File: config.mk
export PLATFORM = sky130hd
export DESIGN_NAME = pc_seq
export DESIGN_NICKNAME = d
export VERILOG_FILES = /design/src/rtl/pc_seq.sv
export SDC_FILE = /design/constraint.sdc
export NUM_CORES = 1
export LEC_CHECK = 0
export ABC_AREA = 0
export BUFFER_PORTS_ARGS = -buffer_cell sky130_fd_sc_hd__buf_2
export CAP_MARGIN = 20
export CELL_PAD_IN_SITES_DETAIL_PLACEMENT = 1
export CELL_PAD_IN_SITES_GLOBAL_PLACEMENT = 1
export CORE_ASPECT_RATIO = 0.75
export CORE_MARGIN = 5
export CORE_UTILIZATION = 35
export CTS_BUF_LIST = sky130_fd_sc_hd__clkbuf_4 sky130_fd_sc_hd__clkbuf_8
export CTS_CLUSTER_SIZE = 10
export DETAILED_ROUTE_END_ITERATION = 10
export PLACE_DENSITY_LB_ADDON = 0.08
export SLEW_MARGIN = 15
export SYNTH_ARGS = -nofsm -noshare
export SYNTH_HDL_FRONTEND = slang
export SYNTH_SLANG_ARGS = --single-unit
File: constraint.sdc
create_clock -name clk -period 2.7 [get_ports clk]
set_clock_uncertainty 0.15 [all_clocks]
set_input_delay 0.405 -clock clk [delete_from_list [all_inputs] [get_ports clk]]
set_output_delay 0.405 -clock clk [all_outputs]
set_load 0.02 [all_outputs]
File: src/rtl/pc_seq.sv
// Program counter with multi-byte target assembly, conditional jumps,
// a hardware call/return stack, stall and a sticky stack-error flag.
// rom_addr is the current PC and updates one edge after a request.
module pc_seq #(
    parameter int unsigned DATA_WIDTH = 8,
    parameter int unsigned ADDR_WIDTH = 16,
    parameter int unsigned STACK_DEPTH = 4,
    parameter logic [ADDR_WIDTH-1:0] RESET_VECTOR = '0
) (
    input  logic                  clk,
    input  logic                  rst_n,
    input  logic                  stall,
    input  logic                  load_byte,
    input  logic [DATA_WIDTH-1:0] data_bus_in,
    input  logic                  jump_req,
    input  logic                  cond,
    input  logic                  call_req,
    input  logic                  ret_req,
    output logic [ADDR_WIDTH-1:0] rom_addr,
    output logic                  target_ready,
    output logic                  stack_empty,
    output logic                  stack_full,
    output logic                  stack_err
);

    // Bytes per target address; ADDR_WIDTH is expected to be a multiple of DATA_WIDTH.
    localparam int unsigned NBYTES  = ADDR_WIDTH / DATA_WIDTH;
    localparam int unsigned CNT_W   = $clog2(NBYTES + 1);
    localparam int unsigned DEPTH_W = $clog2(STACK_DEPTH + 1);
    localparam int unsigned PTR_W   = (STACK_DEPTH > 1) ? $clog2(STACK_DEPTH) : 1;

    localparam logic [CNT_W-1:0]   CntFull   = CNT_W'(NBYTES);
    localparam logic [DEPTH_W-1:0] DepthFull = DEPTH_W'(STACK_DEPTH);

    typedef enum logic [0:0] {
        StCollect = 1'b0,
        StReady   = 1'b1
    } state_e;

    state_e                  state_q, state_d;
    logic [ADDR_WIDTH-1:0]   pc_q, pc_d, pc_inc;
    logic [ADDR_WIDTH-1:0]   latch_q, latch_d, latch_shift;
    logic [CNT_W-1:0]        cnt_q, cnt_d;
    logic [DEPTH_W-1:0]      depth_q, depth_d;
    logic                    err_q, err_d;
    logic                    empty_q, full_q;
    logic [ADDR_WIDTH-1:0]   stack_q [STACK_DEPTH];
    logic                    push_en;
    logic [PTR_W-1:0]        push_idx, top_idx;

    assign pc_inc = pc_q + ADDR_WIDTH'(1);
    // Shift form also covers NBYTES == 1, where the whole latch is replaced.
    assign latch_shift = (latch_q << DATA_WIDTH) | ADDR_WIDTH'(data_bus_in);
    assign push_idx    = PTR_W'(depth_q);
    assign top_idx     = PTR_W'(depth_q - DEPTH_W'(1));

    // Next-state: request priority ret > call > jump > load/sequential; stall freezes all.
    always_comb begin
        pc_d    = pc_q;
        latch_d = latch_q;
        cnt_d   = cnt_q;
        depth_d = depth_q;
        err_d   = err_q;
        push_en = 1'b0;
        if (!stall) begin
            pc_d = pc_inc;
            if (ret_req) begin
                cnt_d = '0;
                if (!empty_q) begin
                    pc_d    = stack_q[top_idx];
                    depth_d = depth_q - DEPTH_W'(1);
                end else begin
                    err_d = 1'b1;
                end
            end else if (call_req) begin
                cnt_d = '0;
                // A full stack is an error even if the target is not yet assembled.
                if (full_q) begin
                    err_d = 1'b1;
                end else if (state_q == StReady) begin
                    push_en = 1'b1;
                    pc_d    = latch_q;
                    depth_d = depth_q + DEPTH_W'(1);
                end
            end else if (jump_req) begin
                cnt_d = '0;
                if ((state_q == StReady) && cond) begin
                    pc_d = latch_q;
                end
            end else if (load_byte) begin
                latch_d = latch_shift;
                if (cnt_q != CntFull) begin
                    cnt_d = cnt_q + CNT_W'(1);
                end
            end
        end
        state_d = (cnt_d == CntFull) ? StReady : StCollect;
    end

    // State registers with synchronous active-low reset; stack storage needs no reset.
    always_ff @(posedge clk) begin
        if (!rst_n) begin
            state_q <= StCollect;
            pc_q    <= RESET_VECTOR;
            latch_q <= '0;
            cnt_q   <= '0;
            depth_q <= '0;
            err_q   <= 1'b0;
            empty_q <= 1'b1;
            full_q  <= 1'b0;
        end else begin
            state_q <= state_d;
            pc_q    <= pc_d;
            latch_q <= latch_d;
            cnt_q   <= cnt_d;
            depth_q <= depth_d;
            err_q   <= err_d;
            empty_q <= (depth_d == '0);
            full_q  <= (depth_d == DepthFull);
            if (push_en) begin
                stack_q[push_idx] <= pc_inc;
            end
        end
    end

    assign rom_addr     = pc_q;
    assign target_ready = (state_q == StReady);
    assign stack_empty  = empty_q;
    assign stack_full   = full_q;
    assign stack_err    = err_q;

endmodule
==> metrics.md <==
| Metric | Value |
|---|---|
| Status | `finished clean` |
| Post-synth top area cell | `edfxtp_1` |
| Iteration count of the initial detailed-routing pass | `4` |
| Worst slack, placed | `0.497 ns` |
| Initial Util | `35.7%` |
| CTS Root Cell | `clkbuf_8` |
| Pwr Density | `556 mW/mm^2` |
| Warnings, synthesis | `0` |
| # fillers | `1,397` |
| Die width | `143 um` |
| Final Util | `40.8%` |
| Number of library cell types mapped by synthesis | `57` |
| Resized cells post-CTS | `0` |
| Row Count | `36` |
| Remaining DRCs | `0` |
| Placeable Area | `0.0129 mm^2` |
| Total wire length | `12,400 um` |
| Sequential area share after synthesis | `59.5%` |
| Final setup fails | `0` |
| DIE AREA | `0.0156 mm^2` |
| CTS tree | `done` |
| Final hold vios | `0` |
| R2r worst-path depth | `7` |
| IO Port Bufs | `35` |
| Worst Hold Depth | `3` |
| Storage cell area | `0.00274 mm^2` |
| Synthesized area per cell | `12.6 um^2` |
| CTS H-tree lvls | `3` |
| CP Max Fanout | `10` |
| CP Capture Type | `flip-flop` |
| Dominant synthesized flop cell | `edfxtp_1` |
| Fraction of layout cells with a size suffix above 1 | `22.4%` |
| Post-Syn Nets | `389` |
| Tot GR Track Use | `16.6%` |
| Fin crit share | `81.0%` |
| Count of state elements after synthesis | `105` |
| Nets | `433` |
| Hold Crit Class | `input port to flip-flop` |
| Vias in the first global route | `3,261` |
| Max-slew violations | `0` |
| Multi-input gate area | `0.00176 mm^2` |
| Setup TNS Final | `0 ns` |
| Hpwl dp | `8560 um` |
| Nature of the critical path startpoint | `flip-flop` |
| Design Power | `2.93 mW` |
| Layout area overhead | `14.3%` |
| Crit path time final | `2.19 ns` |
| CP Data Arrival Time | `2.29 ns` |
| Async SR Flop Fraction | `0%` |
| Final setup margin | `0.514 ns` |
| Drt first-iter violations | `176` |
| Required @ worst endpoint | `2.80 ns` |
| Post-Synthesis Cells | `367` |
| Chip height | `109 um` |
| Antenna violations before repair | `0` |
| Vias | `3,155` |
| Global-route wire length before repair | `19,300 um` |
| Worst vdd ir | `0.220 mV` |
| RSZ-0062 raised after global routing | `false` |
| Routed len/inst | `21.1 um` |
| Vias/cell | `5.37` |
| Gpl congestion | `0.737` |
| Most frequent cell after synthesis | `edfxtp_1` |
| Register clock-pin slew on the reported worst setup and hold paths | `0.10 ns` |
| Overflow after GRT | `0` |
| Fmax | `0.458 GHz` |
| CTS Buf Count | `9` |
| Max-cap viol count | `0` |
| Mapped cell area | `0.00461 mm^2` |
| Postcts setup bufs | `0` |
| Area contributors post-synth | `edfxtp_1 (42%), dfxtp_1 (18%), mux4_2 (7.3%), nand2_1 (4.5%), a21boi_0 (2.6%)` |
| Ports | `36` |
| Top cells by count, synth | `edfxtp_1 (64), nand2_1 (55), dfxtp_1 (41)` |
| Antenna fix cells | `0` |
| Lkg Pwr | `1.82 nW` |
| Largest net degree at the start of global routing | `38` |
| Max_slew headroom | `55.9%` |
| Clk_lat worst skew | `0.36 ns` |
| Max clock buf depth | `2` |
| Post-cts hold buffer count | `0` |
| Measured slew at the worst slew-check pin | `0.660 ns` |
| Clock Sinks | `105` |
| Post-synth top area share | `41.7%` |
| EDFF count, synth | `64` |
| Crit path kind | `flip-flop to flip-flop` |
| Post-DRT Antenna Nets | `0` |
## final cells by class
type / count / area share [%]
Clock buffer: 11 / 2.75
Tap cell: 171 / 4.06
Inverter: 7 / 0.499
Clock inverter: 5 / 0.760
Sequential cell: 105 / 52.0
Multi-Input combinational cell: 237 / 33.3
Timing Repair Buffer: 51 / 6.55
## metal layers
| layer | vias to the layer above | wire (um) | GRT usage [%] |
|---|---|---|---|
| met1 | 1614 | 6150 | 24.6 |
| met2 | 67 | 5480 | 25.5 |
| li1 | 1464 | - | - |
| met4 | 0 | 156 | 3.80 |
| met3 | 10 | 567 | 3.04 |
| met5 | - | 0 | 0 |
## cells in the final DEF (no fill, tap or decap), types with 3 or more instances in the layout
cell / instances
xnor2_1: 12
a21boi_0: 16
xor2_1: 3
nand3_1: 5
clkinvlp_4: 3
and2_1: 8
buf_2: 35
a31oi_1: 3
mux2i_1: 4
buf_4: 12
nor2b_1: 5
inv_1: 7
o21ai_0: 14
mux4_2: 15
ha_1: 6
clkbuf_8: 10
buf_12: 4
o31ai_1: 5
dfxtp_1: 41
a221oi_1: 7
o21a_1: 3
a21oi_1: 12
nor2_1: 13
nand4_1: 6
nand2_1: 55
edfxtp_1: 64
o22ai_1: 8
## critical path, stage by stage (launching register included)
cell and delay, ns:
dfxtp_1 0.40, inv_1 0.08, ha_1 0.42, buf_4 0.26, mux4_2 0.31, o22ai_1 0.12
a41oi_1 0.07, o221a_2 0.27
## power breakdown
group | internal, mW | total (mW) | switching, mW
sequential | 1.72 | 1.75 | 0.0323
clock | 0.376 | 0.912 | 0.535
combinational | 0.108 | 0.266 | 0.158
## per-stage QoR
step	cell area, um^2	instances	hold slack (ns)
after floorplan	4610	367	0.294
after global placement	5080	571	0.292
after detailed placement	5080	571	0.300
after CTS	5270	587	0.118
after global routing	5270	587	0.136
final	5270	587	0.139
## worst paths after layout
kind                  to      startpoint  slack (ns)
min reg2reg    stack_err       stack_err        0.32
max reg2reg  rom_addr[5]      depth_q[1]        0.51
max          rom_addr[5]      depth_q[1]        0.51
min           latch_q[6]  data_bus_in[6]        0.14
## state kept, by name, indices dropped and copies added (netlist names)
name and flops:
stack_q 64, latch_q 16, rom_addr 16, depth_q 3, cnt_q 2, stack_empty 1
stack_err 1, stack_full 1, target_ready 1
## logic make-up after synthesis
| logic type | synth area share, % |
|---|---|
| compound gates | 12.6 |
| flops | 59.5 |
| simple gates | 12.6 |
| xor+xnor | 2.85 |
| fa+ha+maj | 1.63 |
| buf+inv | 2.42 |
| mux | 8.44 |
No activity file was read; power rests on OpenSTA's default activity.
